[src/rtl/placar_truco.sv]
// placar_truco: truco match scoreboard
//   Accumulates hand points per team (saturating at META), flags mao de onze /
//   mao de ferro, declares the match winner and pulses ClrDist after each hand.
// Ports:
//   Clk        rising-edge clock
//   Clr_n      asynchronous active-low reset
//   S          hand points; nonzero for one cycle when a hand resolves
//   V          hand winner while S!=0 (1 = team A, 0 = team B)
//   ClrPlacar  synchronous new-match clear
//   PtsA/PtsB  team scores
//   Maos       hands scored this match (saturating)
//   ClrDist    one-cycle pulse after each scored hand
//   MaoOnze    exactly one team at META-1
//   MaoFerro   both teams at META-1
//   Fim        match over
//   Venc       match winner (1 = A), valid while Fim
module placar_truco #(
    parameter int PTS_W = 4,
    parameter int META  = 12,
    parameter int CNT_W = 6
) (
    input  logic             Clk,
    input  logic             Clr_n,
    input  logic [PTS_W-1:0] S,
    input  logic             V,
    input  logic             ClrPlacar,
    output logic [PTS_W-1:0] PtsA,
    output logic [PTS_W-1:0] PtsB,
    output logic [CNT_W-1:0] Maos,
    output logic             ClrDist,
    output logic             MaoOnze,
    output logic             MaoFerro,
    output logic             Fim,
    output logic             Venc
);
    typedef enum logic [1:0] {JOGO, ONZE, FERRO, FIM} state_t;

    localparam logic [PTS_W:0]   META_W = (PTS_W+1)'(META);
    localparam logic [PTS_W-1:0] TOP    = PTS_W'(META);
    localparam logic [PTS_W-1:0] QUASE  = PTS_W'(META-1);

    state_t             state_q, state_d;
    logic [PTS_W-1:0]   pts_a_q, pts_a_d, pts_b_q, pts_b_d;
    logic [CNT_W-1:0]   maos_q, maos_d;
    logic               clr_dist_q, clr_dist_d, venc_q, venc_d;
    logic               evt;
    logic [PTS_W:0]     sum_a, sum_b;
    logic [PTS_W-1:0]   sat_a, sat_b, upd_a, upd_b;

    always_comb begin
        evt     = (S != '0) && (state_q != FIM);
        // One extra bit so the sum can exceed META without wrapping before the clamp
        sum_a   = {1'b0, pts_a_q} + {1'b0, S};
        sum_b   = {1'b0, pts_b_q} + {1'b0, S};
        sat_a   = (sum_a > META_W) ? TOP : sum_a[PTS_W-1:0];
        sat_b   = (sum_b > META_W) ? TOP : sum_b[PTS_W-1:0];
        upd_a   = V ? sat_a : pts_a_q;
        upd_b   = V ? pts_b_q : sat_b;
        state_d    = state_q;
        pts_a_d    = pts_a_q;
        pts_b_d    = pts_b_q;
        maos_d     = maos_q;
        venc_d     = venc_q;
        clr_dist_d = 1'b0;
        if (ClrPlacar) begin
            state_d = JOGO;
            pts_a_d = '0;
            pts_b_d = '0;
            maos_d  = '0;
            venc_d  = 1'b0;
        end else if (evt) begin
            pts_a_d    = upd_a;
            pts_b_d    = upd_b;
            maos_d     = (maos_q == '1) ? maos_q : maos_q + CNT_W'(1);
            clr_dist_d = 1'b1;
            // Classification uses the post-hand scores
            if (upd_a == TOP || upd_b == TOP) begin
                state_d = FIM;
                venc_d  = V;
            end else if (upd_a == QUASE && upd_b == QUASE) begin
                state_d = FERRO;
            end else if (upd_a == QUASE || upd_b == QUASE) begin
                state_d = ONZE;
            end else begin
                state_d = JOGO;
            end
        end
    end

    always_ff @(posedge Clk or negedge Clr_n) begin
        if (!Clr_n) begin
            state_q    <= JOGO;
            pts_a_q    <= '0;
            pts_b_q    <= '0;
            maos_q     <= '0;
            clr_dist_q <= 1'b0;
            venc_q     <= 1'b0;
        end else begin
            state_q    <= state_d;
            pts_a_q    <= pts_a_d;
            pts_b_q    <= pts_b_d;
            maos_q     <= maos_d;
            clr_dist_q <= clr_dist_d;
            venc_q     <= venc_d;
        end
    end

    assign PtsA     = pts_a_q;
    assign PtsB     = pts_b_q;
    assign Maos     = maos_q;
    assign ClrDist  = clr_dist_q;
    assign Venc     = venc_q;
    assign MaoOnze  = (state_q == ONZE);
    assign MaoFerro = (state_q == FERRO);
    assign Fim      = (state_q == FIM);
endmodule

[config.mk]
export PLATFORM = sky130hd
export DESIGN_NAME = placar_truco
export DESIGN_NICKNAME = d
export VERILOG_FILES = /design/src/rtl/placar_truco.sv
export SDC_FILE = /design/constraint.sdc
export NUM_CORES = 1
export LEC_CHECK = 0
export ABC_AREA = 1
export CORE_MARGIN = 10
export CORE_UTILIZATION = 40
export DETAILED_ROUTE_END_ITERATION = 7
export PLACE_DENSITY = 0.72
export SYNTH_ARGS = -nofsm -noshare
export SYNTH_HDL_FRONTEND = slang
export SYNTH_SLANG_ARGS = --single-unit
[constraint.sdc]
create_clock -name Clk -period 3.5 [get_ports Clk]
set_clock_uncertainty 0.15 [all_clocks]
set_input_delay 0.7 -clock Clk [delete_from_list [all_inputs] [get_ports Clk]]
set_output_delay 0.7 -clock Clk [all_outputs]
set_load 0.03 [all_outputs]
==> out/qor.txt, run 1 <==
Syn avg cell area: 7.25 um2
Synth Register Bits: 18
Cts hold-fix bufs: 0
Io pins: 27
Vias per inst: 4.88
Max Freq: 0.307 GHz
Yosys cell types: 28
Multi-input logic area: 835 um2
Die Ht: 79.9 um
Leak Pwr: 0.919 nW
Run status: finished clean
Wire per inst: 12.3 um
Final Worst Setup Slack: 244 ps
Ys async rst share: 1.00
Worst path cell trace: clkdlybuf4s50_1 > ha_1 > inv_1 > fa_1 > inv_1 > nand2_1 > nand2_2 > nor2_2 > nand3_1 > nand3_1 > nand2_1 > inv_1 > nor4_1 > ha_1 > nand3b_1 > nand2_1 > nand2_1
Total GRT Usage: 0.109
Post-Place Worst Slack: -87.2 ps
CP Class: in -> reg
Routed vias: 1361
CTS Buf Count: 3
Clock transition at the registers of the reported paths: 90 ps
Antenna violations before repair: 0
Syn Nets: 218
Worst skew pair latency: 290 ps
Largest net degree at the start of global routing: 19
Worst R2R End: state_q[0]$_DFFE_PN0P_
CP max stage cell: clkdlybuf4s50_1
Initial core utilization: 0.421
Final setup fails: 0
Sequential cell area: 450 um2
Worst slew margin: 0.450
Vias in the first global route: 1221
HP Class: reg -> reg
Max-cap violations: 0
CP Launch Type: input pin
Crit path largest cell delay: 510 ps
Post_cts resized: 0
Reg2reg path depth: 16
Synth top area share: 0.314
Max Slew Vio Count: 0
Largest cells by area after synthesis: dfrtp_1, nand2_1, inv_1
Final wirelength: 3420 um
CP endpoint kind: flop
Final worst path period share: 0.930
GP Congestion: 0.898
WHS: 381 ps
Placed cell count: 276
Ys flop type: dfrtp_1
Required @ worst endpoint: 3540 ps
HPWL after DPL: 2860 um
Syn Inst Count: 198
Share of cells above drive strength 1: 0.167
Post-Layout Cell Count: 279
Worst Hold Launch: Maos[0]$_DFFE_PN0P_
Detail Route Antenna Nets: 0
Final worst path period need: 3260 ps
RSZ-0062 raised after global routing: false
Number of inserted diodes: 0
Number of buffers added on ports: 26
Pwr/cell area: 445 mW/mm2
Clock Sinks: 18
CTS tree: yes
Max IR drop VDD: 0.255 mV
Bufs and invs on worst path: 4
Longest Clk Path Bufs: 2
Synth-to-Final Area Change: 27.0%
Top delay family on crit path: simple AND/OR/NAND/NOR gates
Drt drc: 0
# rows: 21
Hold Path Depth: 1
Core region area: 0.00342 mm2
FF-to-FF Start: PtsA[0]$_DFFE_PN0P_
Reg2reg setup slack: 740 ps
Post-Syn Area: 0.00144 mm2
Iter 0 DRT Violations: 71
H-tree levels: 1
Final number of hold-violating endpoints: 0
WHS Endpoint: Maos[0]$_DFFE_PN0P_
YS warnings: 0
Post-CTS Setup Inserts: 0
Nets@finish: 255
CP arrival: 3300 ps
Part of the Yosys area used for sequential elements: 0.314
Most used cell, CP: nand2_1
EDFF count, synth: 0
Synth area leader: dfrtp_1
Top-count cell post-synth: nand2_1
Horiz. Die Dim: 79.9 um
Crit-path max FO: 3
Die Area: 0.00639 mm2
First-pass GRT wire length: 5820 um
Root buffer cell: clkbuf_4
Fillers: 344
DR pass1 iterations: 4
Slew at the pin with the worst max-slew slack: 822 ps
GRT overflow: 0
Post-synth top cells: nand2_1, inv_1, dfrtp_1, nor2_1, nand3_1
[final cells by class]
class / instances / area share
multi-input cells: 140 / 0.457
flip-flops and latches: 18 / 0.247
repair buffers: 33 / 0.171
inverters: 39 / 0.0802
well taps: 46 / 0.0316
clock buffers: 3 / 0.0123
[cell usage in the layout, fill, tap and decap left out]
cell type / instances
a21oi_1: 9
a22o_1: 2
a31oi_1: 2
a32o_1: 1
buf_4: 7
clkbuf_4: 3
clkdlybuf4s50_1: 26
dfrtp_1: 18
fa_1: 2
ha_1: 10
inv_1: 35
inv_2: 4
nand2_1: 38
nand2_2: 9
nand3_1: 15
nand3_2: 5
nand3b_1: 2
nand4_1: 1
nor2_1: 18
nor2_2: 7
nor2_4: 2
nor3b_1: 1
nor4_1: 2
o21a_1: 1
o21ai_0: 4
o21ai_1: 1
o21ai_2: 1
o22ai_1: 5
or2_0: 1
or2_2: 1
[per-layer routing]
metal  track usage  vias up  part of all wire
met5             0        -                 0
met4        0.0211        0                 0
met3        0.0191        0             0.035
met2         0.178       23              0.49
met1         0.147      632              0.47
li1              -      706                 -
[worst max-delay path by stage]
stage / from / endpoint / slack [ps] / cells after the start
floorplan: S[0] / state_q[0]$_DFFE_PN0P_ / 660 / 15
global placement: S[0] / state_q[0]$_DFFE_PN0P_ / -50 / 16
detailed placement: S[0] / state_q[0]$_DFFE_PN0P_ / -90 / 16
CTS: S[0] / state_q[0]$_DFFE_PN0P_ / 230 / 17
global route: S[0] / state_q[0]$_DFFE_PN0P_ / 40 / 17
finish: S[0] / state_q[0]$_DFFE_PN0P_ / 240 / 17
[metrics by stage]
step | cell area (um2) | setup TNS (ps) | utilization | power, mW
3_3_place_gp | 1800 | -47.8 | 0.527 | 0.712
6_report | 1820 | 0 | 0.534 | 0.812
2_1_floorplan | 1440 | 0 | - | 0.564
5_1_grt | 1820 | 0 | 0.534 | 0.883
3_5_place_dp | 1800 | -87.2 | 0.527 | 0.717
4_1_cts | 1820 | 0 | 0.534 | 0.819
[where the power goes]
part	switching, mW	leakage [nW]	internal, mW
combinational	0.255	0.666	0.174
sequential	0.0389	0.239	0.242
clock	0.0612	0.0138	0.0400
total	0.355	0.919	0.457
[state kept, by name, indices dropped and copies added, names as in the netlist]
register	cells
Venc	1
ClrDist	1
state_q	2
PtsA	4
PtsB	4
Maos	6
[logic make-up after synthesis]
| family | count (synthesis) | synth area share |
|---|---|---|
| and+or+nand+nor | 102 | 0.356 |
| buffers and inverters | 40 | 0.105 |
| AOI/OAI and AO/OA | 26 | 0.110 |
| DFF | 18 | 0.314 |
| adders and majority gates | 12 | 0.115 |
[worst register-to-register path, stage by stage, from the launching register on]
cell	delay (ps)
dfrtp_1	420
ha_1	180
inv_1	50
fa_1	410
inv_1	90
nand2_1	80
nand2_2	90
nor2_2	30
nand3_1	90
nand3_1	80
nand2_1	100
inv_1	60
nor4_1	280
ha_1	280
nand3b_1	150
nand2_1	60
nand2_1	40
Power figures use the tool's default switching activity.
==> run 2, diff against run 1 <==
--- a/config.mk
+++ b/config.mk
@@ -7,9 +7,9 @@
 export LEC_CHECK = 0
 export ABC_AREA = 1
 export CORE_MARGIN = 10
-export CORE_UTILIZATION = 40
+export CORE_UTILIZATION = 30
 export DETAILED_ROUTE_END_ITERATION = 7
-export PLACE_DENSITY = 0.72
+export PLACE_DENSITY = 0.59
 export SYNTH_ARGS = -nofsm -noshare
 export SYNTH_HDL_FRONTEND = slang
 export SYNTH_SLANG_ARGS = --single-unit
==> run 2 against run 1 <==
Net effect:
- fmax up 0.83%
- sequential power about the same
- critical endpoint unchanged
- critical path type unchanged
- power up 12%
- first-iteration DRC count up 44%
- design area up 6.0%
- core utilization down 12 points
- largest power group unchanged
- wire length up 11%
- flip-flop and latch count unchanged
- combinational power up 6.1%
- critical path depth down 1
==> out/qor.txt, run 2 (same netlist as run 1, synthesis figures left out) <==
Run status: finished clean
Commonest non-fill, non-tap cell in the layout: nand2_1
Die Area: 0.00796 mm2
Multi-input logic area: 841 um2
Drt drc: 0
Max-cap violations: 0
Final worst path period share: 0.923
WP depth: 16
Nets@finish: 263
GRT overflow: 0
H-tree levels: 1
Reg2reg path depth: 15
HP Class: reg -> reg
CP arrival: 3230 ps
Core region area: 0.00469 mm2
RSZ-0062 raised after global routing: false
Worst Hold Launch: Maos[2]$_DFFE_PN0P_
Max Slew Vio Count: 0
Number of inserted diodes: 0
Final number of hold-violating endpoints: 0
Final setup TNS: 0 ps
Final setup fails: 0
Leak Pwr: 0.972 nW
# rows: 25
Routed vias: 1385
Longest Clk Path Bufs: 2
CP Class: in -> reg
Crit. Startpoint: S[0]
Sequential cell area: 450 um2
Vias in the first global route: 1381
Final Worst Setup Slack: 270 ps
Total GRT Usage: 0.102
Max IR drop VDD: 0.191 mV
Die Ht: 89.2 um
Iter 0 DRT Violations: 102
CP Launch Type: input pin
Vias per inst: 4.68
Clock Sinks: 18
Worst path cell trace: clkdlybuf4s50_1 > ha_1 > inv_1 > fa_1 > inv_1 > nor2_1 > nor2_2 > nand3_1 > nand3_1 > nand2_1 > inv_1 > nor4_2 > ha_1 > nand3b_1 > nand2_1 > nand2_1
Final worst path period need: 3230 ps
Antenna violations before repair: 0
Reg2reg setup slack: 820 ps
Top delay family on crit path: adder cells
Max reg flops: 6
Wire per inst: 12.8 um
Largest net degree at the start of global routing: 19
Number of buffers added on ports: 26
Worst slew margin: 0.455
Pwr/cell area: 471 mW/mm2
DR pass1 iterations: 4
Required @ worst endpoint: 3500 ps
Final instance area: 0.00193 mm2
Final Core Density: 0.412
Worst R2R End: state_q[0]$_DFFE_PN0P_
Detail Route Antenna Nets: 0
Crit-path max FO: 3
Slew at the pin with the worst max-slew slack: 815 ps
Horiz. Die Dim: 89.2 um
CP max stage cell: clkdlybuf4s50_1
Final wirelength: 3790 um
Worst skew pair latency: 260 ps
Clock transition at the registers of the reported paths: 70 ps
Initial core utilization: 0.306
Io pins: 27
Root buffer cell: clkbuf_8
Fillers: 507
Critical Path Sink: state_q[0]$_DFFE_PN0P_
GP Congestion: 0.817
FF-to-FF Start: PtsA[0]$_DFFE_PN0P_
CTS Buf Count: 3
Cts hold-fix bufs: 0
First-pass GRT wire length: 6490 um
Dpl cell area: 0.00187 mm2
Post-Place Worst Slack: -78.9 ps
Bufs and invs on worst path: 4
HPWL after DPL: 3090 um
CP endpoint kind: flop
Crit path largest cell delay: 520 ps
Synth-to-Final Area Change: 34.6%
Max Freq: 0.310 GHz
CTS tree: yes
Share of cells above drive strength 1: 0.202
Commonest cells after routing, fill and taps aside: nand2_1, inv_1, clkdlybuf4s50_1
## run 2: cell types whose count changed in the layout (fill, tap and decap cells not counted)
cell / before / now
buf_4: 7 / 15
clkbuf_4: 3 / 0
clkbuf_8: 0 / 4
nor4_1: 2 / 1
nor4_2: 0 / 1
## run 2: layer usage
metal,vias up,part of all wire,track usage
met5,-,0,0
met4,0,0.024,0.0390
met3,6,0.047,0.0182
met2,20,0.46,0.164
met1,634,0.47,0.131
li1,725,-,-
## run 2: stage by stage
| stage | hold slack, ps | total power, mW | instances |
|---|---|---|---|
| floorplan | 254 | 0.564 | 198 |
| global route | 411 | 0.988 | 296 |
| finish | 370 | 0.911 | 296 |
| global placement | 367 | 0.739 | 292 |
| CTS | 378 | 0.921 | 296 |
| detailed placement | 364 | 0.743 | 292 |
## run 2: area by class of cell
| class | instances | area share |
|---|---|---|
| multi-input cells | 140 | 0.435 |
| flip-flops and latches | 18 | 0.233 |
| well taps | 54 | 0.0350 |
| repair buffers | 41 | 0.193 |
| inverters | 39 | 0.0757 |
| clock buffers | 4 | 0.0285 |
## run 2: worst min path at each step
stage,endpoint,slack (ps),cells past startpoint
floorplan,ClrDist$_DFF_PN0_,250,0
global placement,Maos[0]$_DFFE_PN0P_,370,1
detailed placement,Maos[2]$_DFFE_PN0P_,360,1
CTS,Maos[2]$_DFFE_PN0P_,380,1
global route,Maos[2]$_DFFE_PN0P_,410,1
finish,Maos[2]$_DFFE_PN0P_,370,1
## run 2: repair_timing
| item | 4_1_cts | 5_1_grt |
|---|---|---|
| endpoints found under the setup margin | 0 | 1 |
| gates resized for setup | 0 | 1 |
| setup buffers | 0 | 0 |
## run 2: where the power goes
| group | total (mW) | internal, mW | switching [mW] |
|---|---|---|---|
| registers | 0.282 | 0.243 | 0.0391 |
| clock network | 0.175 | 0.100 | 0.0749 |
| logic | 0.455 | 0.195 | 0.260 |
